<file path="config.mk">
export PLATFORM = sky130hd
export DESIGN_NAME = rotate_arbiter_rr_flat
export DESIGN_NICKNAME = d
export VERILOG_FILES = /design/src/rtl/rotate_arbiter_rr_if.sv /design/src/rtl/rotate_arbiter_rr.sv /design/src/flat_wrapper.sv
export SDC_FILE = /design/constraint.sdc
export NUM_CORES = 1
export LEC_CHECK = 0
export ABC_CLOCK_PERIOD_IN_PS = 4300
export CORE_UTILIZATION = 45
export CTS_CLUSTER_SIZE = 25
export DETAILED_ROUTE_END_ITERATION = 8
export PLACE_DENSITY = 0.81
export SLEW_MARGIN = 20
export SYNTH_ARGS = -nofsm -noshare
export SYNTH_HDL_FRONTEND = slang
export SYNTH_SLANG_ARGS = --single-unit
</file>
<file path="constraint.sdc">
create_clock -name clk -period 4.3 [get_ports clk]
set_clock_uncertainty 0.1 [all_clocks]
set_input_delay 0.86 -clock clk [delete_from_list [all_inputs] [get_ports clk]]
set_output_delay 0.86 -clock clk [all_outputs]
set_load 0.02 [all_outputs]
</file>
<file path="src/rtl/rotate_arbiter_rr_if.sv">
// Request/response bundle for the shared rotate arbiter.
// The arbiter takes the slave side and the requesters/consumer take the master side.
interface rotate_arbiter_rr_if #(
  parameter int NUM_REQ = 4,
  parameter int ID_W    = 2,
  parameter int CNT_W   = 16
);
  logic [NUM_REQ-1:0]       req_valid;
  logic [NUM_REQ-1:0]       req_ready;
  logic [NUM_REQ-1:0]       req_dir;
  logic [NUM_REQ-1:0][31:0] req_data;
  logic [NUM_REQ-1:0][4:0]  req_amt;
  logic                     resp_valid;
  logic                     resp_ready;
  logic [31:0]              resp_data;
  logic [ID_W-1:0]          resp_id;
  logic                     busy;
  logic [CNT_W-1:0]         done_count;

  modport slave (
    input  req_valid, req_dir, req_data, req_amt, resp_ready,
    output req_ready, resp_valid, resp_data, resp_id, busy, done_count
  );
  modport master (
    output req_valid, req_dir, req_data, req_amt, resp_ready,
    input  req_ready, resp_valid, resp_data, resp_id, busy, done_count
  );
endinterface

</file>
<file path="src/rtl/rotate_arbiter_rr.sv">
// Round-robin arbiter in front of one shared 32-bit rotator with a single
// registered, backpressured response slot tagged by requester ID.
module rotate_arbiter_rr #(
  parameter int NUM_REQ = 4,
  parameter int ID_W    = 2,
  parameter int CNT_W   = 16
) (
  input logic                clk,
  input logic                rst,
  rotate_arbiter_rr_if.slave bus
);
  typedef enum logic {EMPTY, FULL} state_t;

  state_t             state_q, state_d;
  logic [31:0]        data_q, data_d;
  logic [ID_W-1:0]    id_q, id_d;
  logic [ID_W-1:0]    ptr_q, ptr_d;
  logic [CNT_W-1:0]   cnt_q, cnt_d;

  logic               free, drain, accept, gnt_vld;
  logic [ID_W-1:0]    gnt_id;
  logic [NUM_REQ-1:0] gnt;
  logic [31:0]        op;
  logic [4:0]         amt;
  logic               dir;
  logic [63:0]        dbl;
  logic [5:0]         base;
  logic [31:0]        rot_res;

  assign free  = (state_q == EMPTY) | bus.resp_ready;
  assign drain = (state_q == FULL) & bus.resp_ready;

  // First valid requester at or after the pointer, wrapping modulo NUM_REQ.
  always_comb begin : search
    int idx;
    gnt_vld = 1'b0;
    gnt_id  = '0;
    idx     = 0;
    for (int off = 0; off < NUM_REQ; off++) begin
      idx = int'(ptr_q) + off;
      if (idx >= NUM_REQ) idx = idx - NUM_REQ;
      if (!gnt_vld && bus.req_valid[idx]) begin
        gnt_vld = 1'b1;
        gnt_id  = ID_W'(idx);
      end
    end
  end

  // Grants are held off during reset so nothing is accepted on the reset edge.
  assign accept = free & gnt_vld & ~rst;
  assign gnt    = accept ? (NUM_REQ'(1) << gnt_id) : '0;

  // Rotation as a 32-bit window into the doubled operand: a right rotate by n
  // starts at bit n, a left rotate by n starts at bit 32-n.
  assign op      = bus.req_data[gnt_id];
  assign amt     = bus.req_amt[gnt_id];
  assign dir     = bus.req_dir[gnt_id];
  assign dbl     = {op, op};
  assign base    = dir ? {1'b0, amt} : (6'd32 - {1'b0, amt});
  assign rot_res = dbl[base +: 32];

  always_comb begin
    state_d = state_q;
    data_d  = data_q;
    id_d    = id_q;
    ptr_d   = ptr_q;
    cnt_d   = cnt_q;
    if (drain) cnt_d = cnt_q + 1'b1;
    if (accept) begin
      state_d = FULL;
      data_d  = rot_res;
      id_d    = gnt_id;
      ptr_d   = (gnt_id == ID_W'(NUM_REQ - 1)) ? '0 : gnt_id + 1'b1;
    end else if (drain) begin
      state_d = EMPTY;
    end
  end

  always_ff @(posedge clk or posedge rst) begin
    if (rst) begin
      state_q <= EMPTY;
      data_q  <= '0;
      id_q    <= '0;
      ptr_q   <= '0;
      cnt_q   <= '0;
    end else begin
      state_q <= state_d;
      data_q  <= data_d;
      id_q    <= id_d;
      ptr_q   <= ptr_d;
      cnt_q   <= cnt_d;
    end
  end

  assign bus.req_ready  = gnt;
  assign bus.resp_valid = (state_q == FULL);
  assign bus.resp_data  = data_q;
  assign bus.resp_id    = id_q;
  assign bus.busy       = (state_q == FULL) | (|bus.req_valid);
  assign bus.done_count = cnt_q;
endmodule

</file>
<file path="src/flat_wrapper.sv">
// flat-port wrapper written by rule: the top's interface ports become plain ports
module rotate_arbiter_rr_flat 
#(
  parameter int NUM_REQ = 4,
  parameter int ID_W    = 2,
  parameter int CNT_W   = 16
)
  (clk, rst, bus_req_valid, bus_req_dir, bus_req_data, bus_req_amt, bus_resp_ready, bus_req_ready, bus_resp_valid, bus_resp_data, bus_resp_id, bus_busy, bus_done_count);
  rotate_arbiter_rr_if #(.NUM_REQ(NUM_REQ), .ID_W(ID_W), .CNT_W(CNT_W)) bus_i ();
  input logic clk;
  input logic rst;
  input wire logic [$bits(bus_i.req_valid)-1:0] bus_req_valid;
  input wire logic [$bits(bus_i.req_dir)-1:0] bus_req_dir;
  input wire logic [$bits(bus_i.req_data)-1:0] bus_req_data;
  input wire logic [$bits(bus_i.req_amt)-1:0] bus_req_amt;
  input wire logic [$bits(bus_i.resp_ready)-1:0] bus_resp_ready;
  output wire logic [$bits(bus_i.req_ready)-1:0] bus_req_ready;
  output wire logic [$bits(bus_i.resp_valid)-1:0] bus_resp_valid;
  output wire logic [$bits(bus_i.resp_data)-1:0] bus_resp_data;
  output wire logic [$bits(bus_i.resp_id)-1:0] bus_resp_id;
  output wire logic [$bits(bus_i.busy)-1:0] bus_busy;
  output wire logic [$bits(bus_i.done_count)-1:0] bus_done_count;
  assign bus_i.req_valid = bus_req_valid;
  assign bus_i.req_dir = bus_req_dir;
  assign bus_i.req_data = bus_req_data;
  assign bus_i.req_amt = bus_req_amt;
  assign bus_i.resp_ready = bus_resp_ready;
  assign bus_req_ready = bus_i.req_ready;
  assign bus_resp_valid = bus_i.resp_valid;
  assign bus_resp_data = bus_i.resp_data;
  assign bus_resp_id = bus_i.resp_id;
  assign bus_busy = bus_i.busy;
  assign bus_done_count = bus_i.done_count;
  rotate_arbiter_rr #(.NUM_REQ(NUM_REQ), .ID_W(ID_W), .CNT_W(CNT_W)) u_core (.clk(clk), .rst(rst), .bus(bus_i));
endmodule
</file>
### Word-level counts from Yosys, hierarchy flattened

Index checks and enable logic that the tools add are counted.

| cells by class | value |
|---|---|
| divide/modulo/power cells | 0 |
| shifts and indexed selects | 2 |
| eq/ne operators | 1 |
| multipliers | 0 |
| muxes and demuxes | 35 |
| order comparisons | 9 |
| $add $sub $neg | 10 |
| bitwise logic cells | 7 |
| reduce and logical (&&, ||, !) cells | 8 |

Operators with widths:

| cell | count |
|---|---|
| 2-to-1 mux 32 bit | 5 |
| < comparator 32 x 4 -> 1 bit (second input constant) | 4 |
| >= comparator 32 x 4 -> 1 bit (second input constant) | 3 |
| subtractor 32 x 4 -> 32 bit (second input constant) | 3 |
| binary-select mux 32 bit (select 2 bit) | 1 |
| variable part select 64 x 7 -> 32 bit | 1 |
| adder 16 x 1 -> 16 bit (second input constant) | 1 |
| 2-to-1 mux 1 bit | 15 |
| binary-select mux 1 bit (select 2 bit) | 5 |
| binary-select mux 5 bit (select 2 bit) | 1 |
| 2-to-1 mux 2 bit | 5 |
| adder 2 x 2 -> 3 bit (second input constant) | 2 |
| 2-to-1 mux 6 bit | 1 |
| subtractor 6 x 5 -> 6 bit (first input constant) | 1 |
| 2-to-1 mux 5 bit | 1 |
| 2-to-1 mux 4 bit | 1 |
| OR reduction 4 bit | 1 |
| left shift 1 x 2 -> 4 bit (first input constant) | 1 |
| subtractor 2 x 3 -> 4 bit (second input constant) | 1 |
| adder 2 x 1 -> 3 bit (second input constant) | 1 |
| bitwise AND 1 bit | 3 |
| >= comparator 2 x 3 -> 1 bit (second input constant) | 1 |
| logical AND 1 bit | 3 |
| logical NOT 1 bit | 3 |
| 6 further kinds | 8 |

| word-level totals | value |
|---|---|
| word-level logic and storage cells | 77 |
| bits of input ports | 159 |
| memory bits (writable) | 0 |
| bits in latches | 0 |
| memories kept | 0 |
| output and inout port bits | 56 |
| bits in registers | 53 |
| memory bits (read-only) | 0 |

### Longest topological paths before layout

| logic depth | value |
|---|---|
| depth after elaboration | 20 |
| mapped depth | 17 |
| depth with buffers taken out | 12 |

### Least setup slack after synthesis

OpenSTA, ideal clock, no wires.

| timing path | value |
|---|---|
| path kind | in2reg |
| from | in bus_req_valid[2] |
| to | reg u_core.data_q[20] (netlist: u_core.bus.resp_data[20]) |
| data arrival time | 3.706 ns |
| data required time | 4.075 ns |
| cell stages on the path | 15 |
| buffers on the path | 3 |
| setup time | 0.125 ns |
| path slack | 0.370 ns |
| path through | and2b_1 -> a311oi_4 -> nor2_4 -> clkinv_2 -> buf_6 -> a211oi_1 -> or2_1 -> buf_4 -> a21o_1 -> nand2_4 -> buf_6 -> mux2i_1 -> mux2i_1 -> mux4_2 -> mux2_2 |

| on the way | value |
|---|---|
| longest elaborated chain between the ends | 18 |
| elaborated cells on any way between the ends | 37 |
| classes of those cells | add/sub (1); shift (1); mux (27); bitwise (2); reduce/logical (6) |

RTL lines:

| item | RTL line | source |
|---|---|---|
| from (decl) | flat_wrapper.sv:12 | `input wire logic [$bits(bus_i.req_valid)-1:0] bus_req_valid;` |
| binary-select mux 1 bit (select 2 bit) | rotate_arbiter_rr.sv:42 | `if (!gnt_vld && bus.req_valid[idx]) begin` |
| 2-to-1 mux 1 bit (implied by the code) (2 in a row) | rotate_arbiter_rr.sv:42 |  |
| 2-to-1 mux 1 bit | rotate_arbiter_rr.sv:42 |  |
| logical NOT 1 bit | rotate_arbiter_rr.sv:42 |  |
| logical AND 1 bit | rotate_arbiter_rr.sv:42 |  |
| 2-to-1 mux 1 bit | rotate_arbiter_rr.sv:42 |  |
| logical NOT 1 bit | rotate_arbiter_rr.sv:42 |  |
| logical AND 1 bit | rotate_arbiter_rr.sv:42 |  |
| 2-to-1 mux 1 bit | rotate_arbiter_rr.sv:42 |  |
| logical NOT 1 bit | rotate_arbiter_rr.sv:42 |  |
| logical AND 1 bit | rotate_arbiter_rr.sv:42 |  |
| 2-to-1 mux 2 bit | rotate_arbiter_rr.sv:42 |  |
| binary-select mux 5 bit (select 2 bit) | rotate_arbiter_rr.sv:56 | `assign amt = bus.req_amt[gnt_id];` |
| 2-to-1 mux 5 bit (implied by the code) | rotate_arbiter_rr.sv:56 |  |
| subtractor 6 x 5 -> 6 bit | rotate_arbiter_rr.sv:59 | `assign base = dir ? {1'b0, amt} : (6'd32 - {1'b0, amt});` |
| 2-to-1 mux 6 bit | rotate_arbiter_rr.sv:59 |  |
| variable part select 64 x 7 -> 32 bit | rotate_arbiter_rr.sv:60 | `assign rot_res = dbl[base +: 32];` |
| to (signal assigned) | rotate_arbiter_rr.sv:88 | `data_q <= data_d;` |
| to (decl) | rotate_arbiter_rr.sv:15 | `logic [31:0] data_q, data_d;` |

Parallel ways exist; a longest one is shown, timed or not. The select of a mux whose other input is x is not followed.
A chain may end at the register's enable or synchronous reset.

### Final worst setup path

| timing path | value |
|---|---|
| from | in bus_req_valid[3] |
| to | reg u_core.data_q[4] (netlist: u_core.bus.resp_data[4]) |

The elaborated chain is that of the path after synthesis.

==> impl_metrics.toml <==
[synthesis]
yosys_warnings = 0
synth_common_cells = "mux2i_1 (116), nand2_1 (78), dfrtp_1 (53), mux2_2 (42), nand3_1 (32)"
post-synth-top-count-cell = "mux2i_1"
ys_ff_latch = 53
synth_cell_types = 62
yosysTopAreaCell = "dfrtp_1"
syn-cell-area_um2 = 5740
synthArstFlopShare_pct = 100
ys_seq_area_share_pct = 23.1
ys.flop_type = "dfrtp_1"
yosys-top-cells-area = "dfrtp_1 (23%), mux2i_1 (20%), mux2_2 (8.2%)"
synthCells = 626
synth_top_cell_area_share_pct = 23.1
synth_nets = 790
syn_area_per_cell_um2 = 9.16
synth_edf_count = 0

[floorplanning]
die_w_um = 115
rows = 40
initial_core_util_pct = 47.0
core_um2 = 12200
die_h_um = 115
ioPinCount = 215
dieArea_um2 = 13200

[sta]
slew_violations = 0
worst_slew_pin_slew_ps = 938
setup_viol = 0
finalCriticalPeriod_ps = 4230
max_freq_mhz = 237
finalHoldViolations = 0
slew_headroom_pct = 37.5
post-route-period-util_pct = 98.3

[routing]
wl_met3_mm = 1.70
met1_length_mm = 9.77
dr.pass1.iters = 5
ant_nets = 0
post-route-drc-count = 0
via_count = 6618
drt-wirelength-per-cell_um = 21.1
drt-initial-drc-count = 563
routed_via_density = 5.94
routed.top_layer = "met4"
wl_met2_mm = 11.5
routed_wl_mm = 23.6

[power_and_ir_drop]
clkPwrFrac_pct = 4.9
switching_share_pct = 46.6
p_int_w = 0.00460
power_density_nw_per_um2 = 909
seqPwrFrac_pct = 9.8
p_switching_w = 0.00402
comb_power_share_pct = 85.3
peakVddDrop_v = 0.000801
p_leak_nw = 4.08

[place]
dp_cells = 1100
placed_area_um2 = 8920
globalplace.congestion = 0.985
place_hpwl_mm = 18.4
portBuffers = 214

[global_routing]
antenna_found_initial = 0
grt_pass1_vias = 6537
grt_use_total_pct = 34.9
grt_pass1_wl_mm = 35.3
grt_max_degree = 54
grt-ovfl-total = 0

[clocking]
cts_tree = "built"
cts-root-buf = "clkbuf_16"
clockBufferDepth = 2
clkSinkCount = 53
ctsHtreeMaxLevel = 2
clk_latency_ps = 300
numCtsBuffers = 5
clk_pin_slew_worst_paths_ps = 70
ctsHoldBuffers = 0

[critical_path]
startpoint_type = "input port"
r2r-start = "u_core.ptr_q[0]"
endpoint_kind = "register"
critical_path.top_delay_family = "multiplexers"
reg2regPathDepth = 14
worst_ep_arrival_time_ps = 4310
slowest_stage = "clkdlybuf4s50_1"
r2r_slack_ps = 560
crit_chain = "clkdlybuf4s50_1 > inv_1 > a21o_1 > a211oi_4 > buf_6 > inv_6 > mux2i_4 > mux2_4 > a21o_4 > nand2_8 > mux2i_4 > buf_4 > mux2i_1 > mux4_2 > mux2_4"
crit_required_ps = 4380
path_max_fanout = 9
critPathMaxStageDelay_ps = 490
crit_type = "input port to register"
r2r_end = "u_core.bus.resp_data[4]"
cp_num_buf_inv = 5

[finish]
fin_area_um2 = 9480
drive_gt1_share_pct = 27.8
nets = 1110
diodes = 0
area_delta_synth_final_pct = 65.2
finalNonFillerCells = 1115

[hold_path]
hold-path-endpoint = "u_core.bus.resp_data[17]"
hp-start = "u_core.bus.resp_data[17]"
hp-class = "register to register"
min_path_cells = 1

[status]
status = "completed"

[job]
cap_violations = 0
## flip-flops by register name, summed over array words and instances, names as in the netlist
| name | count |
|---|---|
| u_core.bus.done_count | 16 |
| u_core.bus.resp_id | 2 |
| u_core.bus.resp_data | 32 |
| u_core.bus.resp_valid | 1 |
| u_core.ptr_q | 2 |
## layer usage
layer | vias to the layer above | GRT usage [%]
met1 | 3228 | 44.6
met5 | - | 0
met2 | 340 | 60.6
met4 | 0 | 9.96
li1 | 2992 | -
met3 | 58 | 5.80
## cells in the final DEF (no fill, tap or decap), types with 4 or more instances in the layout
cell type,count
o21ai_1,4
mux2_4,4
mux4_2,19
xnor2_1,14
a221o_1,4
a21oi_1,12
mux2_2,38
nor3_1,8
mux2i_4,7
buf_12,5
xor2_1,5
nand2_1,77
clkbuf_16,6
nand3_1,32
o22ai_1,13
nand2b_1,7
o21a_1,5
buf_6,8
clkdlybuf4s50_1,211
mux2i_2,12
and3_1,11
mux2i_1,98
ha_1,5
o21ai_0,26
o211ai_1,17
inv_1,4
buf_4,124
and2_1,7
nor2_1,25
dfrtp_1,53
a21o_1,6
or3_1,5
## layout make-up
class,count,area [um^2]
Fill cell,842,2740
Tap cell,168,210
Inverter,9,45.0
Sequential cell,53,1330
Clock inverter,3,26.3
Multi-Input combinational cell,525,4450
Timing Repair Buffer,352,3300
Clock buffer,5,125
## through the flow
stage                     utilization [%]  total power, W  hold slack (ps)  worst slack (ps)  setup TNS [ps]
after floorplan                         -         0.00473              402               370               0
after global placement               73.0         0.00735              362              -224           -4050
after detailed placement             73.0         0.00748              366              -374           -7770
after CTS                            74.6         0.00802              382              20.9               0
after global routing                 77.6         0.00908              390             -17.8           -45.0
final                                77.6         0.00862              378              73.2               0
## kinds of logic (layout without fill, tap and decap cells)
family                   Yosys count  after routing  synth area share [%]
multiplexers                     179            179                  36.4
AND/OR/NAND/NOR                  196            197                  16.3
AO/OA/AOI/OAI                    124            124                  15.2
buffers and inverters             49            369                  4.52
adder cells (fa/ha/maj)            5              5                  1.09
flip-flops                        53             53                  23.1
XOR/XNOR                          20             20                  3.38
## worst max-delay path by stage
stage | from | end | slack (ps) | depth (start not counted)
floorplan | bus_req_valid[2] | u_core.bus.resp_data[20] | 370 | 15
global placement | bus_req_valid[2] | u_core.bus.resp_data[12] | -220 | 13
detailed placement | bus_req_valid[2] | u_core.bus.resp_data[4] | -370 | 14
CTS | bus_req_valid[2] | u_core.bus.resp_data[4] | 20 | 14
global route | bus_req_valid[3] | u_core.bus.resp_data[12] | -20 | 15
finish | bus_req_valid[3] | u_core.bus.resp_data[4] | 70 | 15
## power groups by stage
stage	clock [W]	combinational, W	sequential (W)
after CTS	0.000421	0.00676	0.000840
final	0.000418	0.00735	0.000848
after global placement	0	0.00652	0.000833
after detailed placement	0	0.00664	0.000845
after global routing	0.000441	0.00777	0.000870
after floorplan	0	0.00369	0.00104
## what timing repair did
| action | in CTS | in global routing |
|---|---|---|
| endpoints found under the setup margin | 6 | 34 |
| pin swaps | 0 | 9 |
| gates cloned | 1 | 1 |
| gates resized for setup | 6 | 67 |
| setup buffers | 1 | 4 |
Power figures use the tool's default switching activity.
